**src/rtl/program_loader.sv**
```systemverilog
// program_loader: framed byte-stream boot loader writing little-endian words into instruction memory.
// Defining LOADER_CHECKSUM_EN adds a trailing XOR checksum byte that must match before release.
module program_loader #(
  parameter int unsigned IMEM_DEPTH = 256
) (
  input  logic        clk,
  input  logic        rst,
  input  logic        start,
  input  logic        rx_valid,
  input  logic [7:0]  rx_data,
  output logic        rx_ready,
  output logic        imem_we,
  output logic [31:0] imem_addr,
  output logic [31:0] imem_wdata,
  output logic        cpu_rst_n,
  output logic        done,
  output logic        error,
  output logic [15:0] word_count
);
  localparam int unsigned WORD_W = 32;
  localparam int unsigned CNT_W  = 16;
  localparam logic [7:0]  MAGIC_BYTE = 8'hA5;

  typedef enum logic [2:0] {IDLE, MAGIC, LEN_LO, LEN_HI, DATA, CHECK, DONE, ERROR} state_t;
  state_t state, state_next;

  logic [7:0]        len_lo_q;
  logic [CNT_W-1:0]  len_q;
  logic [1:0]        byte_cnt;
  logic [WORD_W-1:0] word_sr;
`ifdef LOADER_CHECKSUM_EN
  logic [7:0]        csum;
`endif

  logic             accept;
  logic             launch;
  logic             word_done;
  logic             last_word;
  logic             ready_next;
  logic [CNT_W-1:0] len_rx;

  // Next-state and control strobes
  always_comb begin
    state_next = state;
    launch     = 1'b0;
    word_done  = 1'b0;
    last_word  = 1'b0;
    accept     = rx_valid && rx_ready;
    len_rx     = {rx_data, len_lo_q};
    case (state)
      IDLE, DONE, ERROR: begin
        if (start) begin
          state_next = MAGIC;
          launch     = 1'b1;
        end
      end
      MAGIC: if (accept) state_next = (rx_data == MAGIC_BYTE) ? LEN_LO : ERROR;
      LEN_LO: if (accept) state_next = LEN_HI;
      LEN_HI: begin
        if (accept) begin
          if (len_rx == '0 || {1'b0, len_rx} > 17'(IMEM_DEPTH)) state_next = ERROR;
          else state_next = DATA;
        end
      end
      DATA: begin
        if (accept && byte_cnt == 2'd3) begin
          word_done = 1'b1;
          last_word = (word_count + 16'd1) == len_q;
`ifdef LOADER_CHECKSUM_EN
          if (last_word) state_next = CHECK;
`endif
        end
`ifndef LOADER_CHECKSUM_EN
        // Hold DATA through the final write cycle so done follows the strobe
        else if (word_count == len_q) begin
          state_next = DONE;
        end
`endif
      end
`ifdef LOADER_CHECKSUM_EN
      CHECK: if (accept) state_next = (rx_data == csum) ? DONE : ERROR;
`endif
      default: state_next = IDLE;
    endcase
    ready_next = (state_next inside {MAGIC, LEN_LO, LEN_HI, DATA, CHECK})
                 && !(state_next == DATA && last_word);
  end

  always_ff @(posedge clk) begin
    if (rst) state <= IDLE;
    else     state <= state_next;
  end

  // Registered outputs and datapath
  always_ff @(posedge clk) begin
    if (rst) begin
      rx_ready   <= 1'b0;
      imem_we    <= 1'b0;
      imem_addr  <= '0;
      imem_wdata <= '0;
      cpu_rst_n  <= 1'b0;
      done       <= 1'b0;
      error      <= 1'b0;
      word_count <= '0;
      len_lo_q   <= '0;
      len_q      <= '0;
      byte_cnt   <= '0;
      word_sr    <= '0;
`ifdef LOADER_CHECKSUM_EN
      csum       <= '0;
`endif
    end else begin
      rx_ready  <= ready_next;
      done      <= (state_next == DONE);
      cpu_rst_n <= (state_next == DONE);
      error     <= (state_next == ERROR);
      imem_we   <= word_done;
      if (launch) begin
        word_count <= '0;
        byte_cnt   <= '0;
`ifdef LOADER_CHECKSUM_EN
        csum       <= '0;
`endif
      end
      if (accept && state == LEN_LO) len_lo_q <= rx_data;
      if (accept && state == LEN_HI) len_q <= len_rx;
      if (accept && state == DATA) begin
        byte_cnt <= byte_cnt + 2'd1;
        word_sr  <= {rx_data, word_sr[WORD_W-1:8]};
      end
      if (word_done) begin
        imem_wdata <= {rx_data, word_sr[WORD_W-1:8]};
        imem_addr  <= {14'd0, word_count, 2'b00};
        word_count <= word_count + 16'd1;
      end
`ifdef LOADER_CHECKSUM_EN
      if (accept && (state inside {LEN_LO, LEN_HI, DATA})) csum <= csum ^ rx_data;
`endif
    end
  end

endmodule

```
**config.mk**
```make
export PLATFORM = sky130hd
export DESIGN_NAME = program_loader
export DESIGN_NICKNAME = d
export VERILOG_FILES = /design/src/rtl/program_loader.sv
export SDC_FILE = /design/constraint.sdc
export NUM_CORES = 1
export LEC_CHECK = 0
export BUFFER_PORTS_ARGS = -buffer_cell sky130_fd_sc_hd__buf_2
export CAP_MARGIN = 25
export CORE_ASPECT_RATIO = 1.5
export CORE_MARGIN = 2
export CORE_UTILIZATION = 36
export DETAILED_ROUTE_END_ITERATION = 8
export SETUP_SLACK_MARGIN = 0.05
export SKIP_CTS_REPAIR_TIMING = 1
export SYNTH_ARGS = -nofsm -noshare
export SYNTH_HDL_FRONTEND = slang
export SYNTH_SLANG_ARGS = --single-unit
export TNS_END_PERCENT = 20
```
**constraint.sdc**
```tcl
create_clock -name clk -period 2.7 [get_ports clk]
set_input_delay 0 -clock clk [delete_from_list [all_inputs] [get_ports clk]]
set_output_delay 0 -clock clk [all_outputs]
set_load 0.03 [all_outputs]
```
==> impl_metrics.tcl, run 1 <==
set metrics [dict create \
    synth.cell_area_um2 5320 \
    detailedPlace.worstSlack_ps 437 \
    outcome "finished, final reports clean" \
    cts_max_path_buffers 2 \
    critical_path_peak_fanout 14 \
    yosys_register_bits 121 \
    cts_made_buffers 17 \
    clock_latency_ps 410 \
    routed_wire_length_per_instance_um 15.3 \
    clockRootBuffer "sky130_fd_sc_hd__clkbuf_16" \
    grt_max_degree 53 \
    min-delay-start "rst" \
    synth-compound-area-share_pct 13.4 \
    fin_crit_sh_pct 86.4 \
    via_per_inst 5.01 \
    clock_sink_count 121 \
    ir_drop_uv 380 \
    nets 755 \
    hold_slack_ps 37.0 \
    grt_overflow_total 0 \
    worst-path-buf-inv 0 \
    synth_xor_area_share_pct 4.28 \
    worst_slew_margin_rel_pct 55.8 \
    ys_warn_count 0 \
    slew_of_the_pin_with_the_lowest_slew_margin_ps 661 \
    grt_antenna_before_repair 0 \
    finalHoldViolCount 0 \
    clock_skew_ps 8.85 \
    worstReg2RegStart "word_count[2]" \
    worst_hold_path_type "in2reg" \
    post_synth_mux_area_share_pct 2.70 \
    worst_path_largest_cell_delay_ps 600 \
    via_count_of_the_first_global_routing_pass 4446 \
    startpoint "word_count[2]" \
    drt_drc_violations_left 0 \
    routed-via-count 4763 \
    seq_area_frac_synth_pct 45.5 \
    ant_nets 0 \
    drv_slew 0 \
    critPathRequiredTime_ps 3000 \
    dieWidth_um 103 \
    power.leakage_uw 0.00244 \
    detail_route.first_pass.iterations 5 \
    synth_cell_type_count 55 \
    critical_path_type "reg2reg" \
    asyncSetResetFlopFracSynth_pct 0 \
    detailedRoute.firstIterationViolations 286 \
    timing.critical_path.from_type "register" \
    dp.final_hpwl_mm 9.97 \
    io_pins 97 \
    worst_setup_slack_after_layout_ps 368 \
    yosys.area_share.simple_pct 26.3 \
    drive_above_1_share_pct 19.1 \
    synth_top_family_by_area "simple AND/OR/NAND/NOR gates" \
    totalWireLength_mm 14.5 \
    fmaxAchievable_mhz 429 \
    worst-endpoint-arrival_ps 2630 \
    synth_enable_flop_cells 0 \
    worstSetupEndpointType "register" \
    worst_path_dominant_cell_family "simple AND/OR/NAND/NOR gates" \
    initial_core_util_pct 36.6 \
    synthAdderAreaFrac_pct 0.470 \
    die_height_um 153 \
    core_region_area_um2 14500 \
    fin_util_pct 44.3 \
    drv.max_cap_violation_count 0 \
    fin_tns_setup_ps 0 \
    mean_cell_area_of_the_mapped_netlist_um2 7.95 \
    grt_first_pass_wirelength_mm 23.5 \
    n_antenna_cell 0 \
    cts_tree "yes" \
    min_period_ps 2330 \
    grt_setup_unrepaired "false" \
    setup_viol 0 \
    grt_use_total_pct 19.1 \
    io_buffer_count 80 \
    cpMaxStageDelayCell "sky130_fd_sc_hd__dfxtp_1" \
    h-tree-depth 4 \
    synthesized_netlist_cell_count 669 \
    clk_transition_reported_paths_ps 60 \
    std_cell_rows 54 \
    syn_to_final_growth_pct 21.0 \
    crit_chain "nand3_2 -> or3_1 -> a2111o_1 -> nor4_1 -> a41o_1 -> a211oi_2" \
    floorplan.die_area_um2 15800 \
    gp_congestion 0.929 \
    pwr_density_nw_per_um2 656 \
    synth-main-ff-cell "sky130_fd_sc_hd__dfxtp_1" \
]
-- cells in the mapped netlist, drive strengths merged, types with 3 or more instances --
| cell type | number | area (um^2) |
|---|---|---|
| mux2i | 11 | 110 |
| xnor2 | 15 | 131 |
| nor3b | 3 | 27.5 |
| clkbuf | 33 | 145 |
| nor3 | 8 | 40.0 |
| nand3 | 17 | 90.1 |
| nand2 | 197 | 739 |
| mux2 | 3 | 33.8 |
| o21ai | 8 | 40.0 |
| nand4 | 12 | 81.3 |
| a21oi | 101 | 505 |
| nor4 | 12 | 109 |
| xor2 | 11 | 96.3 |
| nor2 | 39 | 146 |
| buf | 31 | 230 |
| dfxtp | 121 | 2420 |
| and2 | 5 | 31.3 |
| or4 | 3 | 22.5 |
| or3 | 5 | 36.3 |
| inv | 3 | 11.3 |
-- layer usage --
| layer | routed length, um | global-route usage (%) | part of all wire [%] | up-vias |
|---|---|---|---|---|
| met5 | 0 | 0 | 0 | - |
| met4 | 505 | 7.71 | 3.5 | 0 |
| met3 | 610 | 5.21 | 4.2 | 40 |
| met2 | 7470 | 32.7 | 51 | 127 |
| met1 | 5930 | 22.2 | 41 | 2229 |
| li1 | - | - | - | 2367 |
-- sequential cells by signal, indices dropped and copies added, names as in the netlist --
signal	count
byte_cnt	2
done	1
error	1
imem_addr	16
imem_wdata	32
imem_we	1
len_lo_q	8
len_q	16
rx_ready	1
state	3
word_count	16
word_sr	24
-- logic make-up (layout without fill, tap and decap cells) --
logic type,count (synthesis),in the layout
xor+xnor,26,26
other cells,1,16
buf+inv,67,137
fa+ha+maj,2,2
simple gates,311,311
mux,14,14
flops,121,121
compound gates,127,127
-- through the flow --
step                power (uW)  area [um^2]  std cells
floorplan                 2000         5380        684
CTS                       4270         6360        942
global placement          2030         5780        910
global route              4360         6440        950
detailed placement        2030         5780        910
finish                    4230         6440        950
-- final cells by class --
cell class              count  area (um^2)
clock buffers              19          453
clock inverters            13          133
fillers                  1484         8090
inverters                   3         11.3
multi-input cells         496         2580
flip-flops and latches    121         2420
well taps                 196          245
repair buffers            102          601
-- where the power goes --
group	internal, uW	switching (uW)
combinational	56.0	133
sequential	1800	19.0
clock	1340	885
-- worst paths after layout --
| kind | endpoint | slack [ps] | cells past startpoint |
|---|---|---|---|
| worst max-delay path | rx_ready | 370 | 6 |
| worst min-delay path | word_count[14] | 40 | 2 |
| worst max register to register | rx_ready | 370 | 6 |
| worst min register to register | imem_addr[12] | 450 | 2 |
-- cell usage in the layout, fill, tap and decap left out, types with 4 or more instances in the layout --
cell type | synthesis | layout
sky130_fd_sc_hd__a21oi_1 | 101 | 101
sky130_fd_sc_hd__and2_1 | 4 | 4
sky130_fd_sc_hd__buf_2 | 7 | 79
sky130_fd_sc_hd__buf_4 | 20 | 14
sky130_fd_sc_hd__clkbuf_16 | 0 | 17
sky130_fd_sc_hd__conb_1 | 1 | 16
sky130_fd_sc_hd__dfxtp_1 | 121 | 121
sky130_fd_sc_hd__dlygate4sd3_1 | 0 | 8
sky130_fd_sc_hd__inv_6 | 0 | 6
sky130_fd_sc_hd__mux2i_1 | 11 | 11
sky130_fd_sc_hd__nand2_1 | 197 | 197
sky130_fd_sc_hd__nand3_1 | 16 | 16
sky130_fd_sc_hd__nand4_1 | 11 | 11
sky130_fd_sc_hd__nor2_1 | 39 | 38
sky130_fd_sc_hd__nor3_1 | 8 | 8
sky130_fd_sc_hd__nor4_1 | 8 | 8
sky130_fd_sc_hd__o21ai_0 | 8 | 8
sky130_fd_sc_hd__or3_1 | 4 | 4
sky130_fd_sc_hd__xnor2_1 | 15 | 15
sky130_fd_sc_hd__xor2_1 | 11 | 11
(Power assumes the default switching activity.)
==> run 2, diff against run 1 <==
- BUFFER_PORTS_ARGS: -buffer_cell sky130_fd_sc_hd__buf_2 -> -buffer_cell sky130_fd_sc_hd__clkbuf_2
==> run 2 against run 1 <==
  * Critical path depth stayed put
  * Flip-flop and latch count stayed put
  * Register-to-register slack worse by 30 ps
  * Critical endpoint unchanged
==> impl_metrics.tcl, run 2 (synthesized netlist as in run 1, its figures left out) <==
set metrics [dict create \
    fin_crit_sh_pct 87.6 \
    clock_skew_ps 13.7 \
    via_per_inst 5.02 \
    dieWidth_um 103 \
    floorplan.die_area_um2 15800 \
    gr-usage-met2_pct 32.9 \
    largest_register_ffs 32 \
    sw_frac_of_total_pct 24.1 \
    drt_drc_violations_left 0 \
    grt_first_pass_wirelength_mm 23.7 \
    slew_of_the_pin_with_the_lowest_slew_margin_ps 663 \
    totalWireLength_mm 14.7 \
    timing.critical_path.from_type "register" \
    p_int_uw 3170 \
    initial_core_util_pct 36.6 \
    drv_slew 0 \
    drive_above_1_share_pct 18.9 \
    min_period_ps 2370 \
    clock_latency_ps 410 \
    worst_path_largest_cell_delay_ps 630 \
    cts_tree "yes" \
    core_region_area_um2 14500 \
    power.leakage_uw 0.00236 \
    max_flop_register "imem_wdata" \
    reg_top3 "imem_wdata x32, word_sr x24" \
    clock_sink_count 121 \
    grt_max_degree 67 \
    critical_path_type "reg2reg" \
    outcome "finished, final reports clean" \
    die_height_um 153 \
    power.share.sequential_pct 43.4 \
    critPathRequiredTime_ps 2990 \
    dp.final_hpwl_mm 10.0 \
    power_frac_comb_pct 4.6 \
    worst_hold_path_type "in2reg" \
    grt_use_total_pct 19.3 \
    nets 754 \
    routed-via-count 4760 \
    p_switching_uw 1010 \
    detailedPlace.worstSlack_ps 378 \
    grt_setup_unrepaired "false" \
    n_antenna_cell 0 \
    finalHoldViolCount 0 \
    cpMaxStageDelayCell "sky130_fd_sc_hd__dfxtp_1" \
    h-tree-depth 4 \
    crit_chain "nand3_2 -> or3_1 -> a2111o_1 -> nor4_1 -> a41o_1 -> a211oi_2" \
    layout_commonest_cell "sky130_fd_sc_hd__nand2_1" \
    cts_made_buffers 17 \
    pwr_density_nw_per_um2 649 \
    worst-path-buf-inv 0 \
    syn_to_final_growth_pct 20.9 \
    worst_setup_slack_after_layout_ps 334 \
    power.clock.fraction_pct 52.0 \
    grt_overflow_total 0 \
    layout_common_cells "sky130_fd_sc_hd__nand2_1, sky130_fd_sc_hd__dfxtp_1, sky130_fd_sc_hd__a21oi_1, sky130_fd_sc_hd__clkbuf_2, sky130_fd_sc_hd__nor2_1" \
    worst-r2r-setup-slack_ps 330 \
    detailedRoute.firstIterationViolations 265 \
    std_cell_rows 54 \
    grtUsageMet3_pct 3.98 \
    cts_max_path_buffers 2 \
    grt-busiest-layer "met2" \
    clockRootBuffer "sky130_fd_sc_hd__clkbuf_16" \
    io_pins 97 \
    groute.layer.met1.usage_pct 22.7 \
    worst_path_dominant_cell_family "simple AND/OR/NAND/NOR gates" \
    grt_antenna_before_repair 0 \
    worst_slew_margin_rel_pct 55.8 \
    ir_drop_uv 422 \
    final.fill_count 1489 \
    worst-endpoint-arrival_ps 2660 \
    io_buffer_count 80 \
    gp_congestion 0.939 \
    routed_wire_length_per_instance_um 15.4 \
    worstSetupEndpointType "register" \
    detail_route.first_pass.iterations 4 \
    critical_path_peak_fanout 14 \
    fin_tns_setup_ps 0 \
    drv.max_cap_violation_count 0 \
    ant_nets 0 \
    setup_viol 0 \
    fmaxAchievable_mhz 423 \
    via_count_of_the_first_global_routing_pass 4523 \
    clk_transition_reported_paths_ps 60 \
]
==> run 2: changes by cell type in the layout (fill, tap and decap cells not counted), sizes merged <==
cell / delta
buf: -80
clkbuf: +80
inv: -5
clkinvlp: +4
==> run 2: power by group through the flow <==
stage               clock (uW)  sequential (uW)  combinational, uW
finish                    2170             1820                191
global route              2300             1820                209
CTS                       2210             1810                183
detailed placement           0             1850                182
global placement             0             1850                183
floorplan                    0             1850                151
==> run 2: layout make-up <==
cell class | instances | area [um^2] | share of cell area (%)
Timing Repair Buffer | 101 | 606 | 9.41
Clock inverter | 12 | 116 | 1.81
Inverter | 3 | 11.3 | 0.175
Clock buffer | 20 | 457 | 7.10
Tap cell | 196 | 245 | 3.81
Sequential cell | 121 | 2420 | 37.7
Multi-Input combinational cell | 496 | 2580 | 40.0
==> run 2: worst paths after layout <==
check                                   start             end  cells after the start
worst max-delay path            word_count[2]        rx_ready                      6
worst min-delay path                      rst  word_count[12]                      2
worst max register to register  word_count[2]        rx_ready                      6
worst min register to register  imem_addr[15]   imem_addr[15]                      2
==> run 2: through the flow <==
stage          power [uW]  hold WS, ps  util (%)  cell area (um^2)  std cells
2_1_floorplan        2000          136         -              5380        684
3_3_place_gp         2040          321      39.8              5780        909
3_5_place_dp         2040          329      39.8              5780        909
4_1_cts              4210         -109      43.7              6350        941
5_1_grt              4330          130      44.3              6430        949
6_report             4180          104      44.3              6430        949
==> run 2: per-layer routing <==
metal	wire length, um	share of wire (%)
met3	550	3.8
met4	398	2.7
met5	0	0
met1	6100	42
met2	7610	52
==> run 2: worst register-to-register path, stage by stage, from the launching register on <==
cell                       delay (ps)
sky130_fd_sc_hd__dfxtp_1          630
sky130_fd_sc_hd__nand3_2          220
sky130_fd_sc_hd__or3_1            410
sky130_fd_sc_hd__a2111o_1         420
sky130_fd_sc_hd__nor4_1           290
sky130_fd_sc_hd__a41o_1           240
sky130_fd_sc_hd__a211oi_2          40
